**config.mk**
```make
export PLATFORM = sky130hd
export DESIGN_NAME = uart_rx_stream_buffer
export DESIGN_NICKNAME = d
export VERILOG_FILES = /design/src/rtl/uart_rx_stream_buffer.sv
export SDC_FILE = /design/constraint.sdc
export NUM_CORES = 1
export LEC_CHECK = 0
export ABC_AREA = 1
export BUFFER_PORTS_ARGS = -buffer_cell sky130_fd_sc_hd__buf_2
export CAP_MARGIN = 10
export CELL_PAD_IN_SITES_DETAIL_PLACEMENT = 2
export CELL_PAD_IN_SITES_GLOBAL_PLACEMENT = 2
export CORE_MARGIN = 10
export CORE_UTILIZATION = 30
export CTS_CLUSTER_SIZE = 25
export DETAILED_ROUTE_END_ITERATION = 6
export PLACE_DENSITY_LB_ADDON = 0.1
export SLEW_MARGIN = 20
export SYNTH_ARGS = -nofsm -noshare
export SYNTH_HDL_FRONTEND = slang
export SYNTH_SLANG_ARGS = --single-unit
```
**constraint.sdc**
```tcl
create_clock -name i_Clk -period 2.4 [get_ports i_Clk]
set_clock_uncertainty 0.15 [all_clocks]
set_input_delay 0.24 -clock i_Clk [delete_from_list [all_inputs] [get_ports i_Clk]]
set_output_delay 0.24 -clock i_Clk [all_outputs]
set_load 0.005 [all_outputs]
```
**src/rtl/uart_rx_stream_buffer.sv**
```systemverilog
// rtl/uart_rx_stream_buffer.sv - UART receive byte FIFO with decoder release handshake (option: UART_RX_STREAM_BUFFER_HIGH_WATER_EN)
module uart_rx_stream_buffer #(
    parameter int DEPTH_LOG2 = 4
) (
    input  logic                  i_Clk,
    input  logic                  i_Rst,
    input  logic [7:0]            i_Dec_Byte,
    input  logic                  i_Dec_Ready,
    output logic                  o_Dec_Release,
    input  logic                  i_Rd_En,
    output logic [7:0]            o_Rd_Byte,
    output logic                  o_Rd_Valid,
    output logic [DEPTH_LOG2:0]   o_Count,
`ifdef UART_RX_STREAM_BUFFER_HIGH_WATER_EN
    output logic [DEPTH_LOG2:0]   o_High_Water,
`endif
    output logic                  o_Full,
    output logic                  o_Overflow,
    input  logic                  i_Clear_Overflow
);

    localparam int DEPTH = 2 ** DEPTH_LOG2;
    localparam int CNT_W = DEPTH_LOG2 + 1;
    localparam logic [CNT_W-1:0] DEPTH_CNT = CNT_W'(DEPTH);
    localparam logic [CNT_W-1:0] CNT_ONE   = CNT_W'(1);
    localparam logic [DEPTH_LOG2-1:0] PTR_ONE = DEPTH_LOG2'(1);

    logic [7:0]            r_Mem [DEPTH];
    logic [DEPTH_LOG2-1:0] r_Wr_Ptr;
    logic [DEPTH_LOG2-1:0] r_Rd_Ptr;
    logic [CNT_W-1:0]      r_Count;
    logic                  r_Release;
    logic                  r_Overflow;

    logic w_Capture;
    logic w_Rd;
    logic w_Wr;
    logic w_Drop;

    // Capture only while release is low so a byte still held during the release cycle is not taken twice;
    // a simultaneous pop frees a slot, so a full buffer still accepts the byte in that case.
    always_comb begin
        w_Capture = i_Dec_Ready && !r_Release;
        w_Rd      = i_Rd_En && (r_Count != '0);
        w_Wr      = w_Capture && ((r_Count < DEPTH_CNT) || w_Rd);
        w_Drop    = w_Capture && !w_Wr;
    end

    // Storage is never reset; only pointers and count define valid content.
    always_ff @(posedge i_Clk) begin
        if (w_Wr && !i_Rst) begin
            r_Mem[r_Wr_Ptr] <= i_Dec_Byte;
        end
    end

    // Pointers, fill count and the one-cycle decoder release pulse.
    always_ff @(posedge i_Clk) begin
        if (i_Rst) begin
            r_Wr_Ptr  <= '0;
            r_Rd_Ptr  <= '0;
            r_Count   <= '0;
            r_Release <= 1'b0;
        end else begin
            r_Release <= w_Capture;
            if (w_Wr) begin
                r_Wr_Ptr <= r_Wr_Ptr + PTR_ONE;
            end
            if (w_Rd) begin
                r_Rd_Ptr <= r_Rd_Ptr + PTR_ONE;
            end
            case ({w_Wr, w_Rd})
                2'b10:   r_Count <= r_Count + CNT_ONE;
                2'b01:   r_Count <= r_Count - CNT_ONE;
                default: r_Count <= r_Count;
            endcase
        end
    end

    // Sticky drop flag; a drop in the same cycle as a clear keeps the flag set.
    always_ff @(posedge i_Clk) begin
        if (i_Rst) begin
            r_Overflow <= 1'b0;
        end else if (w_Drop) begin
            r_Overflow <= 1'b1;
        end else if (i_Clear_Overflow) begin
            r_Overflow <= 1'b0;
        end
    end

`ifdef UART_RX_STREAM_BUFFER_HIGH_WATER_EN
    logic [CNT_W-1:0] r_High_Water;

    // Peak fill level, following the registered count one cycle later; clear re-bases it to the current level.
    always_ff @(posedge i_Clk) begin
        if (i_Rst) begin
            r_High_Water <= '0;
        end else if (i_Clear_Overflow) begin
            r_High_Water <= r_Count;
        end else if (r_Count > r_High_Water) begin
            r_High_Water <= r_Count;
        end
    end

    assign o_High_Water = r_High_Water;
`endif

    assign o_Dec_Release = r_Release;
    assign o_Rd_Byte     = r_Mem[r_Rd_Ptr];
    assign o_Rd_Valid    = (r_Count != '0);
    assign o_Count       = r_Count;
    assign o_Full        = (r_Count == DEPTH_CNT);
    assign o_Overflow    = r_Overflow;

endmodule

```
# After elaboration in Yosys (flattened, before gate mapping)
# Memory sizes are Yosys's and may differ from the RTL's. A register that Yosys moved wholly into a read port is not among the register bits.
# Index checks and enable logic that the tools add are counted.
# totals
mem_count	1
output_inout_bits	17
in_bits	13
wordCells	33
reg_bits	15
mem_bits_rw	128
# mem_list
name	depth	word_bits	read_ports	rd_ports_with_merged_regs	write_ports	line	source
r_Mem	16	8	1	1	1	28	logic [7:0] r_Mem [DEPTH];
# classes
n_mux	7
magnitude_cmp	1
n_reduce_logical	12
add_sub_neg	4
eq_ne	3
# op_table
op	count
5-bit one-hot mux with 2 select lines	1
4-bit by 1-bit adder with 4-bit output, second input constant	2
4-bit 2-to-1 mux	2
5-bit by 1-bit adder with 5-bit output, second input constant	1
5-bit equality test, second input constant	1
1-bit logical AND	5
5-bit less-than comparator, second input constant	1
5-bit nonzero test	1
5-bit by 1-bit subtractor with 5-bit output, second input constant	1
1-bit 2-to-1 mux	4
2-bit nonzero test	2
1-bit zero test	3
2-bit by 1-bit equality test with 1-bit output, second input constant	1
2-bit equality test, second input constant	1
1-bit logical OR	1

# Depth between registers and ports, before layout
# depth
word_depth	7
depth_mapped	15
ltp_nobuf	15

# Worst setup path after synthesis
# Ideal clock, no wire load.
# synth_path
path_kind	register to register
startpoint	register r_Count[0] (netlist: o_Count[0])
endpoint	register r_Count[4] (netlist: o_Count[4])
path_stages_with_launch	15
t_required_ns	2.141
arrival_time_ns	1.853
n_path_buf	0
setup_ns	0.109
path_slack_ns	0.288
synth_period_minus_slack_ns	2.112
cell_sequence	dfxtp_1 -> nor2_1 -> nand3_2 -> nand2_1 -> inv_1 -> ha_1 -> ha_1 -> inv_1 -> nor2_1 -> nor2_1 -> nand2_1 -> nand2_1 -> nand3_1 -> nand2_1 -> inv_1
# synth_via
elab_chain_len	6
word_cells_on_any_way	11
classes_between	add/sub: 2; order compare: 1; eq/ne: 2; mux: 1; reduce/logical: 5
# synth_lines
element	line	source
start: declaration	31	logic [CNT_W-1:0] r_Count;
start signal: assignment	72	2'b10: r_Count <= r_Count + CNT_ONE;
start signal: assignment	73	2'b01: r_Count <= r_Count - CNT_ONE;
start signal: assignment	74	default: r_Count <= r_Count;
5-bit nonzero test *	--	
named net o_Rd_Valid	12	output logic o_Rd_Valid,
1-bit logical AND *	44	w_Rd = i_Rd_En && (r_Count != '0);
named net w_Rd	36	logic w_Rd;
1-bit logical OR	45	w_Wr = w_Capture && ((r_Count < DEPTH_CNT) || w_Rd);
1-bit logical AND	45	
2-bit by 1-bit equality test with 1-bit output or 2-bit equality test (tied branches)	71	case ({w_Wr, w_Rd})
5-bit one-hot mux with 2 select lines or 2-bit nonzero test (tied branches)	--	
# The timed path passes the listed nets; every way through them passes the cells marked *.
# A chain may end at the register's enable or synchronous reset.

==> results.py <==
metrics = {
    "outcome": {
        "run_status": "finished clean",
    },
    "placed_design": {
        "finalWeightedCongestion": 0.7742,
        "dpl.hpwl_microns": 10800,
        "port_buffers": 29,
    },
    "final_layout": {
        "utilization": 0.3728,
        "multi_input_area_sq_um": 1620,
        "design.final.nets": 572,
        "area.sequential_sq_um": 4233,
        "drive_gt1_frac": 0.2057,
        "area.growth.synth_to_final_pct": 22.68,
        "fill_cells": 2119,
        "n_antenna_cell": 0,
    },
    "drt": {
        "route.detailed.wl_per_inst_microns": 20.38,
        "detailedRoute.firstPassIterationCount": 4,
        "residual_drc": 0,
        "routed_wirelength_microns": 16990,
        "vias_per_cell": 4.771,
        "initialDrtViolationCount": 168,
        "vias": 3979,
        "final_antenna_net_count": 0,
    },
    "global_routing": {
        "maximum_number_of_pins_on_one_net_before_global_route_repair": 46,
        "track_usage": 0.1310,
        "number_of_global_route_vias_before_repair": 4510,
        "first_pass_grt_wire_length_microns": 26320,
        "initial_antenna_violation_count": 0,
        "congestion_overflow_gr": 0,
    },
    "floorplanning": {
        "dieWidth_microns": 162.9,
        "pin_count": 30,
        "dieHeight_microns": 162.9,
        "placeableCoreArea_sq_um": 20170,
        "floorplan.die_area_sq_um": 26550,
        "fp-row-count": 52,
        "floorplan.initialDensity": 0.3039,
    },
    "worst_setup_path": {
        "crit_type": "reg -> out",
        "crit_path_cell_trace": "buf_4 -> buf_4 -> buf_8 -> o21ai_1 -> o211ai_1 -> nand3_1 -> nand2_1 -> buf_2",
        "critPathArrivalTime_ps": 1940,
        "crit_path_end_kind": "output port",
        "critical_path.startpoint_type": "register",
        "required_ps": 2010,
        "worst_path_most_repeated_cell": "sky130_fd_sc_hd__buf_4",
        "cp_max_fo": 11,
        "timing.critical_path.slowest_cell_delay_ps": 380,
        "cp_max_stage_cell": "sky130_fd_sc_hd__dfxtp_4",
    },
    "synthesis": {
        "post-synth-top-count-cell": "sky130_fd_sc_hd__edfxtp_1",
        "synth_cell_types": 26,
        "mean_instance_size_in_the_synthesized_netlist_sq_um": 12.54,
        "yosys_warnings": 0,
        "netlist_top_cells_count": "128 x sky130_fd_sc_hd__edfxtp_1, 56 x sky130_fd_sc_hd__inv_1, 42 x sky130_fd_sc_hd__o21ai_0",
        "post_synth_instance_area_sq_um": 6130,
        "mappedNetlistNets": 510,
        "post_synth_inst_count": 489,
        "post-synth-top-area-fraction": 0.6271,
        "synth_area_leader_cell": "sky130_fd_sc_hd__edfxtp_1",
        "synth_area_leaders": "sky130_fd_sc_hd__edfxtp_1 63%, sky130_fd_sc_hd__dfxtp_1 6.2%, sky130_fd_sc_hd__mux2i_1 5.2%, sky130_fd_sc_hd__o211ai_1 3.9%, sky130_fd_sc_hd__inv_1 3.4%",
        "ys_seq_area_frac": 0.6891,
        "ys_ff_latch": 147,
        "async_reset_ff_frac": 0,
        "synth_edf_count": 128,
        "flip_flop_cell_with_the_highest_count_after_synthesis": "sky130_fd_sc_hd__edfxtp_1",
    },
    "timing": {
        "final_hold_viol_count": 0,
        "setup_viol": 0,
        "grt_setup_unrepaired": "yes",
        "max_freq_mhz": 429.1,
        "maxSlewHeadroom": 0.7254,
        "min_period_over_period": 0.9711,
        "worst_pin_slew_ps": 409.3,
        "report.final.slew_viol_count": 0,
        "post-route-min-period_ps": 2331,
        "setup_tns_ps": 0,
    },
    "power": {
        "p_clk_frac": 0.355,
        "power.leakage_uw": 0.002741,
        "power_density_nw_per_um2": 1024,
        "pwr-share-seq": 0.387,
        "p_int_uw": 5359,
        "netSwitchingPower_uw": 2344,
        "power.ir.vdd_worst_mv": 0.6110,
        "pwr-share-comb": 0.258,
        "p_sw_frac": 0.3043,
    },
    "clocking": {
        "tritoncts.num_buffers": 17,
        "htreeDepth": 4,
        "cts.clk_slew.worst_paths_ps": 60,
        "cts_tree": "yes",
        "clk-insertion-delay-late_ps": 420,
        "clock-sinks": 147,
        "cts-root-to-sink-buffers": 2,
        "clockRootBuffer": "sky130_fd_sc_hd__clkbuf_16",
    },
    "hold_path": {
        "hp-class": "in -> reg",
    },
    "run": {
        "timing.max_cap.violations": 0,
    },
}
[flip-flops by register name (all words and copies together), names as in the netlist, named ones only]
signal,count
r_Rd_Ptr,4
o_Overflow,1
r_Wr_Ptr,4
o_Count,5
r_Mem,128
o_Dec_Release,1
[area by class of cell]
type / count / share of cell area
clock buffers: 18 / 0.05707
clock inverters: 14 / 0.02329
inverters: 57 / 0.02845
multi-input cells: 261 / 0.2155
flip-flops and latches: 147 / 0.5629
well taps: 270 / 0.04493
repair buffers: 67 / 0.06789
[cells by family after synthesis]
logic type | synth area share
fa+ha+maj | 0.01633
simple gates | 0.07124
flops | 0.6891
compound gates | 0.1057
mux | 0.05226
xor+xnor | 0.008573
buf+inv | 0.05674
[cells in the final DEF, fill, tap and decap left out, types with 5 or more instances in the layout]
| cell | n |
|---|---|
| sky130_fd_sc_hd__nor2_1 | 37 |
| sky130_fd_sc_hd__nand3_1 | 15 |
| sky130_fd_sc_hd__buf_2 | 29 |
| sky130_fd_sc_hd__nor3_1 | 5 |
| sky130_fd_sc_hd__mux2i_1 | 30 |
| sky130_fd_sc_hd__o211ai_1 | 32 |
| sky130_fd_sc_hd__dfxtp_1 | 14 |
| sky130_fd_sc_hd__clkbuf_16 | 18 |
| sky130_fd_sc_hd__inv_1 | 56 |
| sky130_fd_sc_hd__buf_4 | 30 |
| sky130_fd_sc_hd__inv_6 | 5 |
| sky130_fd_sc_hd__ha_1 | 7 |
| sky130_fd_sc_hd__a21oi_1 | 34 |
| sky130_fd_sc_hd__nand2_1 | 35 |
| sky130_fd_sc_hd__edfxtp_1 | 128 |
| sky130_fd_sc_hd__o21ai_0 | 21 |
| sky130_fd_sc_hd__o21ai_1 | 17 |
[metal layers]
metal  part of all wire  GRT usage  up-vias  routed length (microns)
li1                   -          -     1877                        -
met1               0.44     0.1572     2016                     7404
met2               0.52     0.2254       61                     8781
met3              0.029    0.02578       25                      493
met4              0.018    0.05287        0                      314
met5                  0          0        -                        0
[metrics by stage]
step	setup WS, ps	cell area, sq um	total power [uW]	hold slack (ps)	std cells
finish	69.47	7520	7703	24.80	834
global route	-65.07	7520	8161	45.85	834
CTS	9.992	7343	7551	11.51	826
detailed placement	68.95	6710	4750	327.8	791
global placement	192.9	6710	4696	317.7	791
floorplan	287.6	6130	4118	188.9	489
[critical path, delay by kind of cell, from the launching register on]
family                 cells  cell delay, ps
buffers and inverters      4             650
AO/OA/AOI/OAI              2             280
AND/OR/NAND/NOR            2             210
flip-flops                 1             380
[timing repair]
| action | CTS | global route |
|---|---|---|
| buffers inserted | 2 | 7 |
| pin swaps | 0 | 11 |
| setup endpoints to repair | 8 | 8 |
| gates resized for setup | 0 | 49 |
| cloned | 0 | 2 |
| hold buffers | 1 | 0 |
| hold endpoints to repair | 1 | 0 |
[path summary, 6_finish.rpt]
kind,from,to,slack (ps),cells past startpoint
setup reg to reg,o_Count[2]$_SDFFE_PP0P_,o_Count[4]$_SDFFE_PP0P_,250,14
setup / recovery,register,o_Rd_Byte[0],70,8
hold reg to reg,o_Overflow$_SDFFE_PP0P_,o_Overflow$_SDFFE_PP0P_,340,2
hold / removal,i_Dec_Ready,o_Dec_Release$_SDFF_PP0_,20,5
[power by group through the flow]
stage                     Combinational [uW]  Sequential (uW)  Clock, uW
after floorplan                         1130             2990          0
after global placement                  1630             3070          0
after detailed placement                1680             3070          0
after CTS                               1770             2980       2800
after global routing                    2250             3000       2910
final                                   1980             2980       2730
No activity file was read; power rests on OpenSTA's default activity.
